--- src/rtl/cpu_controller.sv ---
// rtl/cpu_controller.sv - control FSM sequencing fetch/decode/operand/memory cycles
// for the 8-bit accumulator datapath; every datapath strobe is decoded from state and IR.
module cpu_controller #(
  parameter bit ENABLE_HALT = 1'b1
) (
  input  logic       clk,
  input  logic       reset,
  input  logic [7:0] IR,
  input  logic       Aeq0,
  input  logic       apos,
  output logic       IRload,
  output logic       PCload,
  output logic       MemInst,
  output logic       MRload,
  output logic       memWr,
  output logic       Aload,
  output logic       RFwr,
  output logic       outen,
  output logic [1:0] JMPmux,
  output logic [2:0] Asel,
  output logic [2:0] ALUsel,
  output logic [1:0] Shftsel,
  output logic       halted,
  output logic [2:0] state_dbg
);

  typedef enum logic [2:0] {
    s_fetch  = 3'd0,
    s_decode = 3'd1,
    s_oper   = 3'd2,
    s_mem    = 3'd3,
    s_halt   = 3'd4
  } state_t;

  localparam logic [3:0] op_sys = 4'h0;
  localparam logic [3:0] op_lda = 4'h1;
  localparam logic [3:0] op_sta = 4'h2;
  localparam logic [3:0] op_ldm = 4'h3;
  localparam logic [3:0] op_stm = 4'h4;
  localparam logic [3:0] op_jmp = 4'h5;
  localparam logic [3:0] op_jz  = 4'h6;
  localparam logic [3:0] op_jp  = 4'h7;

  localparam logic [2:0] asel_shift  = 3'd0;
  localparam logic [2:0] asel_regf   = 3'd1;
  localparam logic [2:0] asel_input  = 3'd2;
  localparam logic [2:0] asel_memout = 3'd3;

  localparam logic [1:0] pc_inc  = 2'b00;
  localparam logic [1:0] pc_abs  = 2'b01;

  state_t state;
  state_t next_state;

  logic [3:0] op;
  logic [3:0] sub;
  logic       dir;
  logic       is_two_byte;
  logic       is_hlt;

  assign op          = IR[7:4];
  assign sub         = IR[3:0];
  assign dir         = IR[3];
  assign is_two_byte = (op == op_ldm) || (op == op_stm) || (op == op_jmp);
  assign is_hlt      = (op == op_sys) && (sub == 4'b0011);

  always_ff @(posedge clk or posedge reset) begin
    if (reset) begin
      state <= s_fetch;
    end else begin
      state <= next_state;
    end
  end

  always_comb begin
    next_state = s_fetch;
    case (state)
      s_fetch: next_state = s_decode;
      s_decode: begin
        if (is_two_byte) begin
          next_state = s_oper;
        end else if (is_hlt && ENABLE_HALT) begin
          next_state = s_halt;
        end else begin
          next_state = s_fetch;
        end
      end
      s_oper: begin
        if ((op == op_ldm) || (op == op_stm)) begin
          next_state = s_mem;
        end else begin
          next_state = s_fetch;
        end
      end
      s_mem:   next_state = s_fetch;
      s_halt:  next_state = s_halt;
      default: next_state = s_fetch;
    endcase
  end

  // Outputs are held at zero for the whole time reset is high, not just after the edge.
  always_comb begin
    IRload    = 1'b0;
    PCload    = 1'b0;
    MemInst   = 1'b0;
    MRload    = 1'b0;
    memWr     = 1'b0;
    Aload     = 1'b0;
    RFwr      = 1'b0;
    outen     = 1'b0;
    JMPmux    = pc_inc;
    Asel      = asel_shift;
    ALUsel    = 3'b000;
    Shftsel   = 2'b00;
    halted    = 1'b0;
    state_dbg = 3'd0;
    if (!reset) begin
      state_dbg = state;
      case (state)
        s_fetch: begin
          IRload = 1'b1;
          PCload = 1'b1;
        end
        s_decode: begin
          case (op)
            op_sys: begin
              if (sub == 4'b0001) begin
                Asel  = asel_input;
                Aload = 1'b1;
              end else if (sub == 4'b0010) begin
                outen = 1'b1;
              end else if (sub[3:2] == 2'b01) begin
                Shftsel = sub[1:0];
                Aload   = 1'b1;
              end
            end
            op_lda: begin
              Asel  = asel_regf;
              Aload = 1'b1;
            end
            op_sta: RFwr = 1'b1;
            // Relative targets are taken from the PC already bumped in FETCH.
            op_jz: begin
              if (Aeq0) begin
                PCload = 1'b1;
                JMPmux = {1'b1, ~dir};
              end
            end
            op_jp: begin
              if (apos) begin
                PCload = 1'b1;
                JMPmux = {1'b1, ~dir};
              end
            end
            default: begin
              if (op[3]) begin
                ALUsel = op[2:0];
                Aload  = 1'b1;
              end
            end
          endcase
        end
        s_oper: begin
          if (op == op_jmp) begin
            PCload = 1'b1;
            JMPmux = pc_abs;
          end else if ((op == op_ldm) || (op == op_stm)) begin
            MRload = 1'b1;
            PCload = 1'b1;
          end
        end
        s_mem: begin
          MemInst = 1'b1;
          if (op == op_ldm) begin
            Asel  = asel_memout;
            Aload = 1'b1;
          end else if (op == op_stm) begin
            memWr = 1'b1;
          end
        end
        s_halt:  halted = 1'b1;
        default: ;
      endcase
    end
  end

endmodule

--- config.mk ---
export PLATFORM = sky130hd
export DESIGN_NAME = cpu_controller
export DESIGN_NICKNAME = d
export VERILOG_FILES = /design/src/rtl/cpu_controller.sv
export SDC_FILE = /design/constraint.sdc
export NUM_CORES = 1
export LEC_CHECK = 0
export ABC_AREA = 1
export CORE_UTILIZATION = 38
export DETAILED_ROUTE_END_ITERATION = 6
export GPL_TIMING_DRIVEN = 0
export PLACE_DENSITY_LB_ADDON = 0.25
export SLEW_MARGIN = 30
export SYNTH_ARGS = -nofsm -noshare
export SYNTH_HDL_FRONTEND = slang
export SYNTH_SLANG_ARGS = --single-unit
export TNS_END_PERCENT = 5
--- constraint.sdc ---
create_clock -name clk -period 2.4 [get_ports clk]
set_input_delay 0.48 -clock clk [delete_from_list [all_inputs] [get_ports clk]]
set_output_delay 0.48 -clock clk [all_outputs]
set_load 0.01 [all_outputs]
==> results.json <==
{
  "status": "finished, violations left",
  "violations": "negative setup slack",
  "grt_max_degree": 11,
  "fin_setup_tns_ps": -10.1,
  "synth_area_leaders": "nand2_1 19%, dfrtp_1 14%, nor2_1 13%, inv_1 12%, nand3_2 5.8%",
  "endpoint_kind": "output pin",
  "fin_area_sq_um": 897,
  "reg2reg_slack_ps": 1430,
  "max-clock-path-buffers": 2,
  "maxCapViolations": 0,
  "yosys.area_share.simple_pct": 63.1,
  "critPathKind": "in -> out",
  "syn_avg_cell_area_sq_um": 5.49,
  "dieArea_sq_mm": 0.00153,
  "antenna_found_initial": 0,
  "fin_nets": 145,
  "synth_edf_count": 0,
  "hold_viol": 0,
  "wire_per_inst_um": 11.1,
  "largest_reg_flops": 3,
  "grt_util_all_layers_pct": 22.5,
  "vias": 729,
  "synth_compound_area_share_pct": 7.91,
  "seq_area_frac_synth_pct": 14.4,
  "synth_xor_area_share_pct": 0,
  "drt_pass1_iterations": 4,
  "crit_fanout": 8,
  "reg_top3": "state x3",
  "ys.flop_type": "dfrtp_1",
  "cts_tree": "done",
  "timing.rr.start": "state[1]$_DFF_PP0_",
  "regToRegEndpoint": "state[1]$_DFF_PP0_",
  "syn_area_sq_um": 522,
  "syn_inst": 95,
  "gr-total-overflow": 0,
  "insertion_delay_ps": 240,
  "area_growth_syn_to_layout_pct": 71.9,
  "drc": 0,
  "synth_top_area_share_pct": 19.4,
  "ir_drop_mv": 0.423,
  "gp_congestion": 0.816,
  "synth_top_family_by_area": "simple AND/OR/NAND/NOR gates",
  "start_util_pct": 44.0,
  "cts_made_buffers": 3,
  "setup_viol": 1,
  "min_period_ps": 2410,
  "worstPathRequired_ps": 1920,
  "start_kind": "input port",
  "yosysMostFrequentCell": "nand2_1",
  "max_freq_mhz": 415,
  "postPlaceCellArea_sq_um": 860,
  "core_area_sq_mm": 0.00119,
  "yosys.area.top_type": "nand2_1",
  "die_w_um": 39.1,
  "cts.sinks": 3,
  "grt_pass1_wl_um": 2390,
  "drv_slew": 0,
  "yosys_warnings": 0,
  "rsz0062_at_grt": "true",
  "power_leakage_uw": 0.000500,
  "fin_skew_ps": 4.18,
  "worstPathArrival_ps": 1930,
  "h-tree-depth": 1,
  "routed_via_density": 4.99,
  "hold_class": "in -> async",
  "p_per_area_mw_per_mm2": 450,
  "dp_slack_ps": -297,
  "fin_ws_ps": -10.1,
  "die_h_um": 39.1,
  "row_count": 12,
  "io_buffers": 32,
  "cts-root-buf": "clkbuf_4",
  "async_reset_ff_share_pct": 100,
  "diodes": 0,
  "wirelength_um": 1620,
  "ys_types": 22,
  "ant_nets": 0,
  "cts_hold_buf": 0,
  "synth.net_count": 107,
  "muxShareOfSynthArea_pct": 0,
  "clkTransAtPathRegs_ps": 40,
  "io_pins": 34,
  "n_fill_cell": 110,
  "drive_gt1_share_pct": 18.2,
  "netlist_top_cells_count": "27 x nand2_1, 18 x nor2_1, 16 x inv_1, 5 x nand3_1, 4 x o21ai_0",
  "period_share_pct": 100,
  "ys_seq_elements": 3,
  "synthAdderAreaFrac_pct": 0,
  "drt_iter0_drc": 13,
  "grt_pass1_vias": 599,
  "largest_register": "state",
  "dp_hpwl_um": 1260,
  "rr_worst_depth": 5
}
-- layout by cell type, fill, tap and decap left out, types with 3 or more instances in the layout --
cell              n
o21ai_0           4
dlymetal6s2s_1    3
clkdlybuf4s50_1  19
nor2_2            3
nand3_2           3
dlygate4sd2_1     7
buf_4             3
nand3_1           5
clkbuf_4          3
nor2_1           15
inv_1            14
nand2_1          27
nor2_4            3
dfrtp_1           3
nand4_1           3
-- cell families (layout without fill, tap and decap cells) --
group,count (synthesis),after routing
AOI/OAI and AO/OA,7,7
buffers and inverters,18,55
DFF,3,3
other,1,1
and+or+nand+nor,66,66
-- critical path, cell delays in order --
cell and delay [ps]:
dlygate4sd2_1 290, nor2_4 190, nand2_1 70, nand2_1 110
nand2_2 90, nand3_2 70, nand2_1 50, nand2_1 50
clkdlybuf4s50_1 530
-- report_power, final --
part	leakage, uW	switching, uW	total [uW]	internal (uW)
sequential	0.0000394	15.3	77.3	62.0
clock	0.0000150	30.8	93.4	62.6
combinational	0.000445	133	233	99.5
-- worst max path at each step --
| stage | end | depth (start not counted) | slack [ps] | startpoint |
|---|---|---|---|---|
| 2_1_floorplan | Asel[1] | 5 | 830 | state[2]$_DFF_PP0_ |
| 3_3_place_gp | PCload | 9 | -270 | IR[5] |
| 3_5_place_dp | PCload | 9 | -300 | IR[5] |
| 4_1_cts | Aload | 7 | -110 | reset |
| 5_1_grt | PCload | 9 | -100 | IR[7] |
| 6_report | PCload | 9 | -10 | IR[7] |
-- area by class of cell --
class	instances	area [sq um]	area share, %
flip-flops and latches	3	75.1	8.37
well taps	14	17.5	1.95
inverters	16	60.1	6.69
repair buffers	33	317	35.3
plain buffers	2	15.0	1.67
multi-input cells	74	387	43.1
clock buffers	4	26.3	2.93
-- layer usage --
| layer | vias to the layer above | global-route usage, % | wire length, um |
|---|---|---|---|
| met5 | - | 0 | 0 |
| met3 | 2 | 5.20 | 112 |
| met2 | 34 | 40.4 | 801 |
| li1 | 372 | - | - |
| met1 | 321 | 26.6 | 688 |
| met4 | 0 | 5.17 | 17 |
-- stage by stage --
stage          util [%]  cells  hold WS (ps)  total power [uW]
6_report           75.6    146           375               404
5_1_grt            75.6    146           388               435
4_1_cts            74.6    145           581               400
3_5_place_dp       72.5    141           571               306
3_3_place_gp       72.5    141           539               301
2_1_floorplan         -     95           409               207
-- repair_timing --
| action | 4_1_cts | 5_1_grt |
|---|---|---|
| buffers inserted | 0 | 1 |
| setup endpoints to repair | 13 | 9 |
| gates cloned | 0 | 0 |
| gates resized for setup | 15 | 10 |
| pin swaps | 2 | 2 |
Power figures use the tool's default switching activity.
